**src/rtl/ee457_fetch_ctrl.sv**
```systemverilog
// Fetch-side controller for the EE457 5-stage pipeline: owns the PC and IF/ID
// register, reacts to hazard-unit stalls, EX branch redirects, imem waits and HALT.
module ee457_fetch_ctrl #(
    parameter logic [31:0] PC_RESET  = 32'h0000_0000,
    parameter logic [31:0] NOP_INSTR = 32'h0000_0000,
    parameter int          CNT_W     = 16
) (
    input  logic             clk,
    input  logic             rst,
    input  logic             stall,
    input  logic             pcwrite,
    input  logic             irwrite,
    input  logic             ex_branch_taken,
    input  logic [31:0]      ex_branch_target,
    input  logic             id_halt,
    input  logic             imem_rdy,
    input  logic [31:0]      imem_rdata,
    output logic             imem_req,
    output logic [31:0]      imem_addr,
    output logic [31:0]      pc,
    output logic [31:0]      id_instr,
    output logic [31:0]      id_pc4,
    output logic             id_valid,
    output logic             idex_bubble,
    output logic             halted,
    output logic [CNT_W-1:0] stall_cnt,
    output logic [CNT_W-1:0] flush_cnt
);

    typedef enum logic [1:0] {
        BOOT   = 2'd0,
        RUN    = 2'd1,
        HALTED = 2'd2
    } state_t;

    state_t      state;
    state_t      state_nxt;

    logic [31:0] pc_plus4;
    logic [31:0] pc_nxt;
    logic [31:0] id_instr_nxt;
    logic [31:0] id_pc4_nxt;
    logic        id_valid_nxt;
    logic        stall_inc;
    logic        flush_inc;

    // NOTE: sequential state uses non-blocking assignments so every register
    // samples the pre-edge values of its peers, regardless of block order.
    always_ff @(posedge clk or posedge rst) begin
        if (rst) state <= BOOT;
        else     state <= state_nxt;
    end

    always_comb begin
        state_nxt = state;
        case (state)
            BOOT:    state_nxt = RUN;
            RUN:     if (id_halt && !ex_branch_taken) state_nxt = HALTED;
            HALTED:  state_nxt = HALTED;
            default: state_nxt = BOOT;
        endcase
    end

    always_comb begin
        imem_req    = (state == RUN);
        halted      = (state == HALTED);
        idex_bubble = (state == RUN) && (stall || ex_branch_taken);
    end

    assign imem_addr = pc;
    assign pc_plus4  = pc + 32'd4;

    // pcwrite/irwrite gate their own register independently; stall itself
    // only feeds the bubble request and the stall counter.
    always_comb begin
        // NOTE: every output of this block gets a hold value first, so no
        // path through the case statement can infer a latch.
        pc_nxt       = pc;
        id_instr_nxt = id_instr;
        id_pc4_nxt   = id_pc4;
        id_valid_nxt = id_valid;
        stall_inc    = 1'b0;
        flush_inc    = 1'b0;
        case (state)
            RUN: begin
                if (ex_branch_taken) begin
                    pc_nxt       = ex_branch_target & ~32'd3;
                    id_instr_nxt = NOP_INSTR;
                    id_valid_nxt = 1'b0;
                    flush_inc    = 1'b1;
                end else begin
                    stall_inc = stall;
                    if (pcwrite && imem_rdy) pc_nxt = pc_plus4;
                    if (irwrite) begin
                        if (imem_rdy) begin
                            id_instr_nxt = imem_rdata;
                            id_pc4_nxt   = pc_plus4;
                            id_valid_nxt = 1'b1;
                        end else begin
                            id_instr_nxt = NOP_INSTR;
                            id_valid_nxt = 1'b0;
                        end
                    end
                end
            end
            HALTED: begin
                id_instr_nxt = NOP_INSTR;
                id_valid_nxt = 1'b0;
            end
            default: ;
        endcase
    end

    always_ff @(posedge clk or posedge rst) begin
        if (rst) begin
            pc       <= PC_RESET;
            id_instr <= NOP_INSTR;
            id_pc4   <= 32'd0;
            id_valid <= 1'b0;
        end else begin
            pc       <= pc_nxt;
            id_instr <= id_instr_nxt;
            id_pc4   <= id_pc4_nxt;
            id_valid <= id_valid_nxt;
        end
    end

    // Performance counters stick at all-ones instead of wrapping.
    always_ff @(posedge clk or posedge rst) begin
        if (rst) begin
            stall_cnt <= '0;
            flush_cnt <= '0;
        end else begin
            if (stall_inc && (stall_cnt != {CNT_W{1'b1}})) stall_cnt <= stall_cnt + CNT_W'(1);
            if (flush_inc && (flush_cnt != {CNT_W{1'b1}})) flush_cnt <= flush_cnt + CNT_W'(1);
        end
    end

endmodule

```
**config.mk**
```make
export PLATFORM = sky130hd
export DESIGN_NAME = ee457_fetch_ctrl
export DESIGN_NICKNAME = d
export VERILOG_FILES = /design/src/rtl/ee457_fetch_ctrl.sv
export SDC_FILE = /design/constraint.sdc
export NUM_CORES = 1
export LEC_CHECK = 0
export ABC_CLOCK_PERIOD_IN_PS = 10300
export CAP_MARGIN = 15
export CORE_MARGIN = 10
export CORE_UTILIZATION = 30
export CTS_BUF_LIST = sky130_fd_sc_hd__clkbuf_8
export DETAILED_ROUTE_END_ITERATION = 8
export HOLD_SLACK_MARGIN = 0.1
export SLEW_MARGIN = 20
export SYNTH_ARGS = -nofsm -noshare
export SYNTH_HDL_FRONTEND = slang
export SYNTH_SLANG_ARGS = --single-unit
```
**constraint.sdc**
```tcl
create_clock -name clk -period 10.3 [get_ports clk]
set_input_delay 2.06 -clock clk [delete_from_list [all_inputs] [get_ports clk]]
set_output_delay 2.06 -clock clk [all_outputs]
set_load 0.01 [all_outputs]
```
==> run summary <==
The flow ran to the end, and the final reports show no timing, DRC or antenna violations. The cts-stage hold buffer count is 0. Summing all non-filler instances in the final layout gives an area of a little over 9000 sq um. Static timing analysis puts the maximum clock frequency at 180 MHz.

The portion of the clock cycle consumed by the worst path in the final layout came out at between 50% and 60%. The synthesized design contains 0 enable-type register cells. For the worst-skew pair, the clock arrives at the later sink with an insertion delay of 440 ps. STA classifies the critical path startpoint as an input pin. The wire length per cell came out at ~19 um.

The wire length of the first global-routing pass came out at roughly 33000 um. The average instance in the mapped netlist occupies just under 10 sq um. For this run, the number of Yosys warnings is 0. The synthesis-stage register bit count came out at between 100 and 150. STA classifies the critical path endpoint as an output pin.

The total number of vias is between 5000 and 6000. The detailed-routed wire length on met3 is around 1800 um. The number of antenna violations at the first check in global routing came to 0. Detailed placement ended at an HPWL of 14900 um. Summed over all failing endpoints, the final setup total negative slack is 0 ps. Once placement finished, the instance area stood at 8740 sq um. The maximum resistive drop on vdd is roughly 0.13 mV. After floorplanning, the core was divided into between 50 and 60 placement rows. The final hold violation count came out at 0.

Entering global routing, the biggest net connects approximately 70 pins. Once the clock tree was built, the setup fixing pass inserted 0 buffers. The net count of the finished layout is 915. In this run the worst path has a maximum fanout of 67. The vertical extent of the die came out at around 170 um. The data arrival time of the critical path is ~3500 ps.

After detailed routing, the number of remaining DRC violations is 0. In this run, distinct cell masters in the synthesized netlist total 58. The initial core utilization is between 30% and 40%.

The post-synthesis async set-or-reset flop share is 100%. The leakage power total is approximately 3.8 nW. The detail-routed via count per cell is slightly below 5. The slew at the pin closest to its max-slew limit is about 1000 ps. The share of the core filled with cells in the final layout is between 40% and 50%. The count of routing violations after the opening detailed-route iteration is 236.

Setup repair after global routing left no endpoint under its margin. Clock tree synthesis selected as its root buffer the cell clkbuf_8. The floorplan step defined a core boundary enclosing approximately 21000 sq um. The first-pass iteration count of the detailed router came out at 4.

By startpoint and endpoint, the worst setup path is classified as input pin to output pin. The number of placed instances, taps included, is 1093. The total power density per cell area is approximately 260 nW/um^2. The type of the most critical hold path is register to register. The count of H-tree levels built during CTS came out at 4. The setup skew after layout is roughly 13 ps. The non-filler instance count after layout came out at 1124. After detailed routing, no signal wire sits above met4. The post-synthesis sequential area ratio came out at around 49%. The count of nets left with antenna violations once routing finished came out at 0. The TritonCTS sink count is around 130. The worst path required time is 8240 ps. The max-cap violation count came out at 0.

The count of antenna diodes in the layout came out at 0. The number of global-route vias before repair came out at around 5600. The number of port buffers came out at around 230. The number of buffers created by CTS came out at 17.

In the final layout, the share of cells above drive strength 1 is ~7.2%. The quantity of gates resized following cts came out at 0. Pin placement for this block handled between 200 and 250 I/O pins. The total met2 wirelength after detailed routing is 9700 um. Setup violations remaining at the end of the flow were counted as 0. The last weighted congestion value of the routability-driven placer is 0.786. The area growth from synthesis to layout is 42.0%.

The relative slew slack is between 30 and 40%. The total detailed-routing wirelength came out at 20800 um. The die covers approximately 28000 sq um. The final critical-path required period came out at approximately 5600 ps. Global routing finished with a remaining overflow of 0.

The clock-pin slew reported for the worst setup and hold paths after clock tree synthesis came out at ~70 ps. The die width came out at 167 um. The clock passes through at most 2 buffers. The gate count after technology mapping came out at 650. The wire length the detailed router placed on met1 came out at about 9200 um. The tightest hold margin came out at 477 ps.

The max-slew violation total from the final report came out at 0. Summing every instance area after synthesis gives around 6400 sq um. TritonCTS built the clock tree.

The most used flip-flop cell after synthesis is dfrtp_1. The global router's overall resource usage is between 10% and 20%.
-- cells in the mapped netlist, types with 6 or more instances --
cell       number  area share (%)
ha_1            6             1.2
dfrtp_1       127              49
nor2_1         31             1.8
clkbuf_1       24             1.4
xor2_1         20             2.7
nor3_1         19             1.5
a2bb2oi_1       7            0.95
and3_1         17             1.7
a31oi_1         7            0.68
o22ai_1         7            0.68
a22o_1         32             4.4
nand4_1        15             1.5
nand3_1        35             2.7
o21ai_0        52             4.0
inv_1          11            0.64
xnor2_1        33             4.5
buf_4          39             4.5
a21oi_1        18             1.4
nand2_1        67             3.9
-- power by group --
group / internal [mW] / total (mW) / switching (mW)
clock: 0.245 / 0.460 / 0.215
combinational: 0.589 / 1.07 / 0.484
sequential: 0.673 / 0.883 / 0.210
-- placed cells by master, fill, tap and decap left out, types with 9 or more instances in the layout --
master,Yosys,layout
clkdlybuf4s50_1,0,226
dfrtp_1,127,127
nand2_1,67,67
o21ai_0,52,52
nand3_1,35,35
xnor2_1,33,33
a22o_1,32,32
nor2_1,31,31
xor2_1,20,20
nor3_1,19,19
a21oi_1,18,18
clkbuf_8,0,18
and3_1,17,17
nand4_1,15,15
inv_1,11,9
-- metal layers --
metal	GRT usage [%]	up-vias
li1	-	2657
met1	17.9	2616
met2	22.8	176
met3	6.17	9
met4	3.47	0
met5	0	-
-- state kept, by name (all words and copies together) (netlist names) --
register / count
id_pc4: 30
flush_cnt: 16
id_instr: 32
stall_cnt: 16
imem_addr: 30
id_valid: 1
state: 2
-- worst max-delay path, cell delays in order --
cell and delay, ps:
buf_2 80, buf_4 600, o21a_1 230, clkdlybuf4s50_1 530
-- layout make-up --
type / count / area (sq um)
clock inverter: 13 / 164
clock buffer: 18 / 248
multi-input combinational: 446 / 2850
timing repair buffer: 234 / 2320
sequential: 127 / 3180
inverter: 11 / 43.8
fill: 2036 / 11900
tap: 275 / 344
-- cells by family after synthesis --
| logic type | Yosys count | share of synthesized area, % |
|---|---|---|
| adder cells (fa/ha/maj) | 6 | 1.17 |
| XOR/XNOR | 53 | 7.21 |
| AND/OR/NAND/NOR | 220 | 17.9 |
| other | 1 | 0.0582 |
| buffers and inverters | 82 | 7.11 |
| multiplexers | 10 | 1.65 |
| flip-flops | 127 | 49.3 |
| AO/OA/AOI/OAI | 151 | 15.6 |
-- stage by stage --
stage               setup slack [ps]  total power, mW
finish                          4740             2.42
global route                    4670             2.58
CTS                             4740             2.45
detailed placement              4750             1.98
global placement                4760             1.97
floorplan                       4860             1.40
-- final timing paths --
check	slack, ps	cells after the start	to	from
min in group asynchronous	2070	2	flush_cnt[9]$_DFFE_PP0P_	rst
max in group asynchronous	6750	3	imem_addr[31]$_DFFE_PP0P_	rst
worst max-delay path	4740	4	idex_bubble	ex_branch_taken
worst max register to register	7720	8	stall_cnt[15]$_DFFE_PP0P_	state[1]$_DFFE_PP0P_
worst min-delay path	480	2	id_pc4[19]$_DFFE_PP0P_	id_pc4[19]$_DFFE_PP0P_
worst min register to register	480	2	id_pc4[19]$_DFFE_PP0P_	id_pc4[19]$_DFFE_PP0P_
Power figures use the tool's default switching activity.
